<file path="config.mk">
export PLATFORM = sky130hd
export DESIGN_NAME = mul_div_unit
export DESIGN_NICKNAME = d
export VERILOG_FILES = /design/src/rtl/mul_div_unit_pkg.sv /design/src/rtl/mul_div_unit_div_radix2.sv /design/src/rtl/mul_div_unit.sv
export SDC_FILE = /design/constraint.sdc
export NUM_CORES = 2
export LEC_CHECK = 0
export ABC_AREA = 0
export CORE_MARGIN = 2
export CORE_UTILIZATION = 55
export CTS_CLUSTER_SIZE = 28
export DETAILED_ROUTE_END_ITERATION = 10
export PLACE_DENSITY = 0.8
export SLEW_MARGIN = 15
export SYNTH_ARGS = -nofsm -noshare
export SYNTH_HDL_FRONTEND = slang
export SYNTH_SLANG_ARGS = --single-unit
</file>
<file path="constraint.sdc">
create_clock -name clk -period 18.5 [get_ports clk]
set_clock_uncertainty 0.1 [all_clocks]
set_input_delay 1.85 -clock clk [delete_from_list [all_inputs] [get_ports clk]]
set_output_delay 1.85 -clock clk [all_outputs]
set_load 0.02 [all_outputs]
</file>
<file path="src/rtl/mul_div_unit_pkg.sv">
// Shared types and helpers for the EX-stage multiply/divide unit.
package mul_div_unit_pkg;

    // Operation emitted by the decoder alongside its ALU op.
    typedef enum logic [2:0] {
        MD_NONE  = 3'd0,
        MD_MULT  = 3'd1,
        MD_MULTU = 3'd2,
        MD_DIV   = 3'd3,
        MD_DIVU  = 3'd4,
        MD_MTHI  = 3'd5,
        MD_MTLO  = 3'd6
    } MulDivOpType;

    // Control state of the unit; exported on the debug port as-is.
    typedef enum logic [2:0] {
        ST_IDLE     = 3'd0,
        ST_MUL      = 3'd1,
        ST_DIV      = 3'd2,
        ST_FIX      = 3'd3,
        ST_WAIT_ADV = 3'd4
    } md_state_t;

    // Radix-2 iterations needed for 32-bit operands.
    localparam int DIV_ITERS_DEFAULT = 32;

    // Magnitude of a 32-bit operand; unsigned operands pass through untouched.
    function automatic logic [31:0] abs_val(input logic [31:0] v, input logic is_signed);
        return (is_signed && v[31]) ? (~v + 32'd1) : v;
    endfunction

endpackage

</file>
<file path="src/rtl/mul_div_unit_div_radix2.sv">
// Iterative unsigned restoring divider: one shift-subtract step per i_step.
// The 64-bit register holds {partial remainder, dividend/quotient}; quotient
// bits shift in from the bottom as dividend bits shift out of the top.
module mul_div_unit_div_radix2 #(
    parameter int DIV_ITERS = 32
) (
    input  logic        clk,
    input  logic        resetn,
    input  logic        i_start,
    input  logic        i_step,
    input  logic        i_abort,
    input  logic [31:0] i_dividend,
    input  logic [31:0] i_divisor,
    output logic [31:0] o_quotient,
    output logic [31:0] o_remainder,
    output logic        o_last
);

    logic [63:0] r_rq;
    logic [31:0] r_divisor;
    logic [31:0] r_count;

    logic [32:0] w_top;
    logic        w_ge;
    logic [31:0] w_sub;
    logic [63:0] w_rq_next;

    // One restoring step: shifted remainder is 33 bits wide so a remainder
    // just under 2^32 cannot overflow when doubled.
    always_comb begin
        w_top     = r_rq[63:31];
        w_ge      = (w_top >= {1'b0, r_divisor});
        w_sub     = w_top[31:0] - r_divisor;
        w_rq_next = w_ge ? {w_sub, r_rq[30:0], 1'b1} : {r_rq[62:0], 1'b0};
    end

    // Load on start, iterate on step, discard everything on abort.
    always_ff @(posedge clk or negedge resetn) begin
        if (!resetn) begin
            r_rq      <= 64'd0;
            r_divisor <= 32'd0;
            r_count   <= 32'd0;
        end else if (i_abort) begin
            r_rq      <= 64'd0;
            r_count   <= 32'd0;
        end else if (i_start) begin
            r_rq      <= {32'd0, i_dividend};
            r_divisor <= i_divisor;
            r_count   <= 32'(DIV_ITERS - 1);
        end else if (i_step) begin
            r_rq      <= w_rq_next;
            if (r_count != 32'd0) begin
                r_count <= r_count - 32'd1;
            end
        end
    end

    assign o_quotient  = r_rq[31:0];
    assign o_remainder = r_rq[63:32];
    assign o_last      = (r_count == 32'd0);

endmodule

</file>
<file path="src/rtl/mul_div_unit.sv">
// EX-stage multiply/divide unit owning the architectural HI/LO registers.
// Multiplies commit one cycle after acceptance, divides after 32 iterations
// plus a sign-fix cycle. A flush always beats a commit in the same cycle.
module mul_div_unit
    import mul_div_unit_pkg::*;
#(
    parameter int DIV_ITERS = DIV_ITERS_DEFAULT
) (
    input  logic        clk,
    input  logic        resetn,
    input  MulDivOpType EXE_MulDivOp,
    input  logic        EXE_Start,
    input  logic        EXE_Hold,
    input  logic        EXE_Flush,
    input  logic [31:0] EXE_OperandA,
    input  logic [31:0] EXE_OperandB,
    output logic        EXE_MulDivBusy,
    output logic [31:0] EXE_HI,
    output logic [31:0] EXE_LO,
    output logic [2:0]  o_dbg_state
);

    md_state_t   r_state;
    md_state_t   w_next_state;
    logic [31:0] r_hi;
    logic [31:0] r_lo;
    logic [31:0] r_op_a;
    logic [31:0] r_op_b;
    logic        r_mul_signed;
    logic        r_q_neg;
    logic        r_r_neg;

    logic        w_mul_load;
    logic        w_div_start;
    logic        w_div_step;
    logic        w_div_abort;
    logic        w_hi_we;
    logic        w_lo_we;
    logic [31:0] w_hi_d;
    logic [31:0] w_lo_d;
    logic        w_div_signed;
    logic [63:0] w_ext_a;
    logic [63:0] w_ext_b;
    logic [63:0] w_product;
    logic [31:0] w_quot;
    logic [31:0] w_rem;
    logic        w_div_last;
    logic [31:0] w_q_fix;
    logic [31:0] w_r_fix;

    assign w_div_signed = (EXE_MulDivOp == MD_DIV);

    mul_div_unit_div_radix2 #(
        .DIV_ITERS (DIV_ITERS)
    ) u_div_radix2 (
        .clk         (clk),
        .resetn      (resetn),
        .i_start     (w_div_start),
        .i_step      (w_div_step),
        .i_abort     (w_div_abort),
        .i_dividend  (abs_val(EXE_OperandA, w_div_signed)),
        .i_divisor   (abs_val(EXE_OperandB, w_div_signed)),
        .o_quotient  (w_quot),
        .o_remainder (w_rem),
        .o_last      (w_div_last)
    );

    // Product from latched operands; sign-extending to 64 bits makes one
    // multiplier serve both MULT and MULTU. HI/LO is the output register.
    always_comb begin
        w_ext_a   = {{32{r_mul_signed & r_op_a[31]}}, r_op_a};
        w_ext_b   = {{32{r_mul_signed & r_op_b[31]}}, r_op_b};
        w_product = w_ext_a * w_ext_b;
        w_q_fix   = r_q_neg ? (~w_quot + 32'd1) : w_quot;
        w_r_fix   = r_r_neg ? (~w_rem + 32'd1) : w_rem;
    end

    // Next state, stall request and HI/LO write enables.
    always_comb begin
        w_next_state   = r_state;
        EXE_MulDivBusy = 1'b0;
        w_mul_load     = 1'b0;
        w_div_start    = 1'b0;
        w_div_step     = 1'b0;
        w_div_abort    = 1'b0;
        w_hi_we        = 1'b0;
        w_lo_we        = 1'b0;
        w_hi_d         = 32'd0;
        w_lo_d         = 32'd0;
        case (r_state)
            ST_IDLE: begin
                if (EXE_Start && !EXE_Flush) begin
                    case (EXE_MulDivOp)
                        MD_MULT, MD_MULTU: begin
                            EXE_MulDivBusy = 1'b1;
                            w_mul_load     = 1'b1;
                            w_next_state   = ST_MUL;
                        end
                        MD_DIV, MD_DIVU: begin
                            EXE_MulDivBusy = 1'b1;
                            w_div_start    = 1'b1;
                            w_next_state   = ST_DIV;
                        end
                        MD_MTHI: begin
                            w_hi_we      = 1'b1;
                            w_hi_d       = EXE_OperandA;
                            w_next_state = EXE_Hold ? ST_WAIT_ADV : ST_IDLE;
                        end
                        MD_MTLO: begin
                            w_lo_we      = 1'b1;
                            w_lo_d       = EXE_OperandA;
                            w_next_state = EXE_Hold ? ST_WAIT_ADV : ST_IDLE;
                        end
                        default: ;
                    endcase
                end
            end
            ST_MUL: begin
                if (EXE_Flush) begin
                    w_next_state = ST_IDLE;
                end else begin
                    w_hi_we      = 1'b1;
                    w_lo_we      = 1'b1;
                    w_hi_d       = w_product[63:32];
                    w_lo_d       = w_product[31:0];
                    w_next_state = EXE_Hold ? ST_WAIT_ADV : ST_IDLE;
                end
            end
            ST_DIV: begin
                EXE_MulDivBusy = 1'b1;
                if (EXE_Flush) begin
                    w_div_abort  = 1'b1;
                    w_next_state = ST_IDLE;
                end else begin
                    w_div_step = 1'b1;
                    if (w_div_last) begin
                        w_next_state = ST_FIX;
                    end
                end
            end
            ST_FIX: begin
                if (EXE_Flush) begin
                    w_div_abort  = 1'b1;
                    w_next_state = ST_IDLE;
                end else begin
                    w_hi_we      = 1'b1;
                    w_lo_we      = 1'b1;
                    w_hi_d       = w_r_fix;
                    w_lo_d       = w_q_fix;
                    w_next_state = EXE_Hold ? ST_WAIT_ADV : ST_IDLE;
                end
            end
            ST_WAIT_ADV: begin
                // The finished instruction is still sitting in EX; its Start
                // must not launch a second operation.
                if (EXE_Flush || !EXE_Hold) begin
                    w_next_state = ST_IDLE;
                end
            end
            default: begin
                w_next_state = ST_IDLE;
            end
        endcase
    end

    // State register.
    always_ff @(posedge clk or negedge resetn) begin
        if (!resetn) begin
            r_state <= ST_IDLE;
        end else begin
            r_state <= w_next_state;
        end
    end

    // Operand and sign capture at acceptance.
    always_ff @(posedge clk or negedge resetn) begin
        if (!resetn) begin
            r_op_a       <= 32'd0;
            r_op_b       <= 32'd0;
            r_mul_signed <= 1'b0;
            r_q_neg      <= 1'b0;
            r_r_neg      <= 1'b0;
        end else begin
            if (w_mul_load) begin
                r_op_a       <= EXE_OperandA;
                r_op_b       <= EXE_OperandB;
                r_mul_signed <= (EXE_MulDivOp == MD_MULT);
            end
            if (w_div_start) begin
                r_q_neg <= w_div_signed & (EXE_OperandA[31] ^ EXE_OperandB[31]);
                r_r_neg <= w_div_signed & EXE_OperandA[31];
            end
        end
    end

    // Architectural HI/LO registers.
    always_ff @(posedge clk or negedge resetn) begin
        if (!resetn) begin
            r_hi <= 32'd0;
            r_lo <= 32'd0;
        end else begin
            if (w_hi_we) begin
                r_hi <= w_hi_d;
            end
            if (w_lo_we) begin
                r_lo <= w_lo_d;
            end
        end
    end

    assign EXE_HI      = r_hi;
    assign EXE_LO      = r_lo;
    assign o_dbg_state = r_state;

endmodule

</file>
==> results.yml <==
drt:
  drtIter0Drc: 3833
  avgViaCountPerCell: 5.92
  drt_wl_total_um: 162000
  drc_errors: 0
  via_count: 42406
  wire_per_inst_um: 22.6
  drtPass1Iterations: 7
  ant_nets: 0
yosys:
  netlist_top_cells_count: "inv_1, fa_1, nand2_1, and2_1, clkbuf_1"
  synthTopCellsByArea: "fa_1, dfrtp_1, inv_1"
  synth_edf_count: 0
  synth_ff_type: "dfrtp_1"
  synthCells: 5972
  syn_avg_cell_area_um2: 8.99
  synth_area_mm2: 0.0537
  synthArstFlopShare_pct: 100
  yosysTopAreaCell: "fa_1"
  synth_seq_cells: 262
  syn_nets: 7419
  synth_warnings: 0
  synth_top_area_share_pct: 42.0
  synth.most_common_cell: "inv_1"
  synth.distinct_cells: 77
  synth_seq_area_share_pct: 12.2
cts:
  ctsHoldBuffers: 0
  numCtsBuffers: 27
  clk_pin_slew_ns: 0.07
  cts-root-buf: "clkbuf_16"
  cts.path.max_buffers: 3
  cts_tree: "done"
  clock_latency_ns: 0.58
  cts_setup_buffers: 0
  htree_levels: 1
  cts_resized: 0
  clock-sinks: 262
global_route:
  antenna_found_initial: 6
  use_met1_pct: 41.5
  grt_pass1_wl_um: 257000
  first_global_vias: 45422
  grt_usage_pct: 33.6
  use_met3_pct: 6.42
  top_usage_layer: "met2"
  grt_max_degree: 108
  gr-usage-met2_pct: 54.7
  globalRoute.totalOverflow: 0
timing:
  worst_slew_pin_slew_ns: 1.22
  rsz0062_at_grt: "no"
  hold_viol: 0
  fmax_mhz: 99.7
  setup_tns_ns: 0
  holdWs_ns: 0.384
  min_period_over_period_pct: 54.2
  maxSlewViolCount: 0
  slew_headroom_pct: 19.0
  timing.final.ws_setup_ns: 8.47
  period_needed_ns: 10.03
  setup_violations: 0
floorplanning:
  core_area_mm2: 0.0967
  num_io_pins: 140
  start_util_pct: 55.5
  die_h_um: 316
  row_count: 114
  design.die.area_mm2: 0.100
  fp.dieW_um: 316
worst_setup_path:
  worst-r2r-setup-slack_ns: 8.47
  rr_endpoint: "EXE_HI[30]"
  worstRegToRegCells: 28
  startpoint: "r_mul_signed"
  cpMostUsedCell: "fa_1"
  crit_fanout: 23
  cp-end-kind: "flip-flop"
  r2r-start: "r_mul_signed"
  critPathSlowestCell: "dfrtp_1"
  critPathKind: "flip-flop to flip-flop"
  cp_data_arrival_time_ns: 10.36
  worstSetupStartpointType: "flip-flop"
  crit_required_ns: 18.83
  cp_slowest_stage_delay_ns: 0.98
  crit_end: "EXE_HI[30]"
layout:
  area_growth_pct: 5.99
  drive_above_1_share_pct: 4.16
  fin_nets: 7314
placed_design:
  io_buffers: 139
  gp_congestion: 0.970
  dpl.hpwl_um: 124000
  post-place-ws_ns: 8.60
run:
  drv_cap: 0
min_path:
  hold_path.class: "flip-flop to flip-flop"
run_status:
  status: "complete, no violations"
-- cells by family after synthesis --
logic type               share of synthesized area (%)
flip-flops                                        12.2
multiplexers                                      1.68
buffers and inverters                             10.8
adder cells (fa/ha/maj)                           47.8
AND/OR/NAND/NOR                                   15.5
AO/OA/AOI/OAI                                     8.07
XOR/XNOR                                          3.92
-- per-layer routing --
metal	wire [um]	vias to the layer above
li1	-	17953
met1	58100	21415
met2	76700	2355
met3	15200	681
met4	12200	2
met5	9	-
-- worst max-delay path: cells and delay by family, from the launching register on --
| kind | cells | cell delay (ns) |
|---|---|---|
| adder cells (fa/ha/maj) | 9 | 4.73 |
| AND/OR/NAND/NOR | 7 | 1.81 |
| AO/OA/AOI/OAI | 5 | 1.17 |
| buffers and inverters | 7 | 1.09 |
| flip-flops | 1 | 0.98 |
-- layout make-up --
class                           instances  area (um^2)
Multi-Input combinational cell       4171        41400
Fill cell                            8207        39800
Sequential cell                       262         6590
Inverter                             1192         4470
Timing Repair Buffer                  213         1950
Tap cell                             1276         1600
Clock buffer                           36          759
Clock inverter                         12          123
Antenna cell                            4         10.0
-- flip-flops by register name (all words and copies together), names as in the netlist, 3 cells and up --
| signal | cells |
|---|---|
| r_op_a | 32 |
| u_div_radix2.r_count | 32 |
| o_dbg_state | 3 |
| EXE_HI | 32 |
| EXE_LO | 32 |
| u_div_radix2.r_divisor | 32 |
| r_op_b | 32 |
| u_div_radix2.r_rq | 64 |
-- how the worst min path moves through the flow --
| stage | start | end | slack [ns] | cells past startpoint |
|---|---|---|---|---|
| after floorplan | u_div_radix2.r_divisor[10] | u_div_radix2.r_divisor[10] | 0.35 | 2 |
| after global placement | u_div_radix2.r_divisor[4] | u_div_radix2.r_divisor[4] | 0.36 | 2 |
| after detailed placement | u_div_radix2.r_divisor[23] | u_div_radix2.r_divisor[23] | 0.37 | 2 |
| after CTS | u_div_radix2.r_divisor[23] | u_div_radix2.r_divisor[23] | 0.39 | 2 |
| after global routing | u_div_radix2.r_divisor[23] | u_div_radix2.r_divisor[23] | 0.40 | 2 |
| final | u_div_radix2.r_divisor[23] | u_div_radix2.r_divisor[23] | 0.38 | 2 |
-- through the flow --
step / util [%] / instances / cell area (um^2)
global route: 58.8 / 7162 / 56900
detailed placement: 57.9 / 7114 / 56000
global placement: 57.9 / 7114 / 56000
CTS: 58.8 / 7162 / 56900
floorplan: - / 5972 / 53700
finish: 58.8 / 7166 / 56900
-- placed cells by master, fill, tap and decap left out, types with 19 or more instances in the layout --
cell type        instances
a21o_1                  38
a21oi_1                156
a221oi_1                19
a22oi_1                 42
a31oi_1                 23
and2_1                 356
and3_1                  32
buf_4                   74
clkbuf_16               27
clkdlybuf4s50_1        138
dfrtp_1                238
dfrtp_2                 24
fa_1                  1126
ha_1                   249
inv_1                 1192
mux2_2                  65
nand2_1                944
nand2b_1                20
nand3_1                 60
nand4_1                 22
nor2_1                 195
nor3_1                  36
o21ai_0                219
o21bai_1                19
o221ai_1                24
o31ai_1                 30
or3_1                   29
or4_1                   21
xnor2_1                152
xor2_1                  88
Power is left out: the tool's default activity adds up to more than one toggle a clock period on the data nets, which glitch-free logic cannot reach.
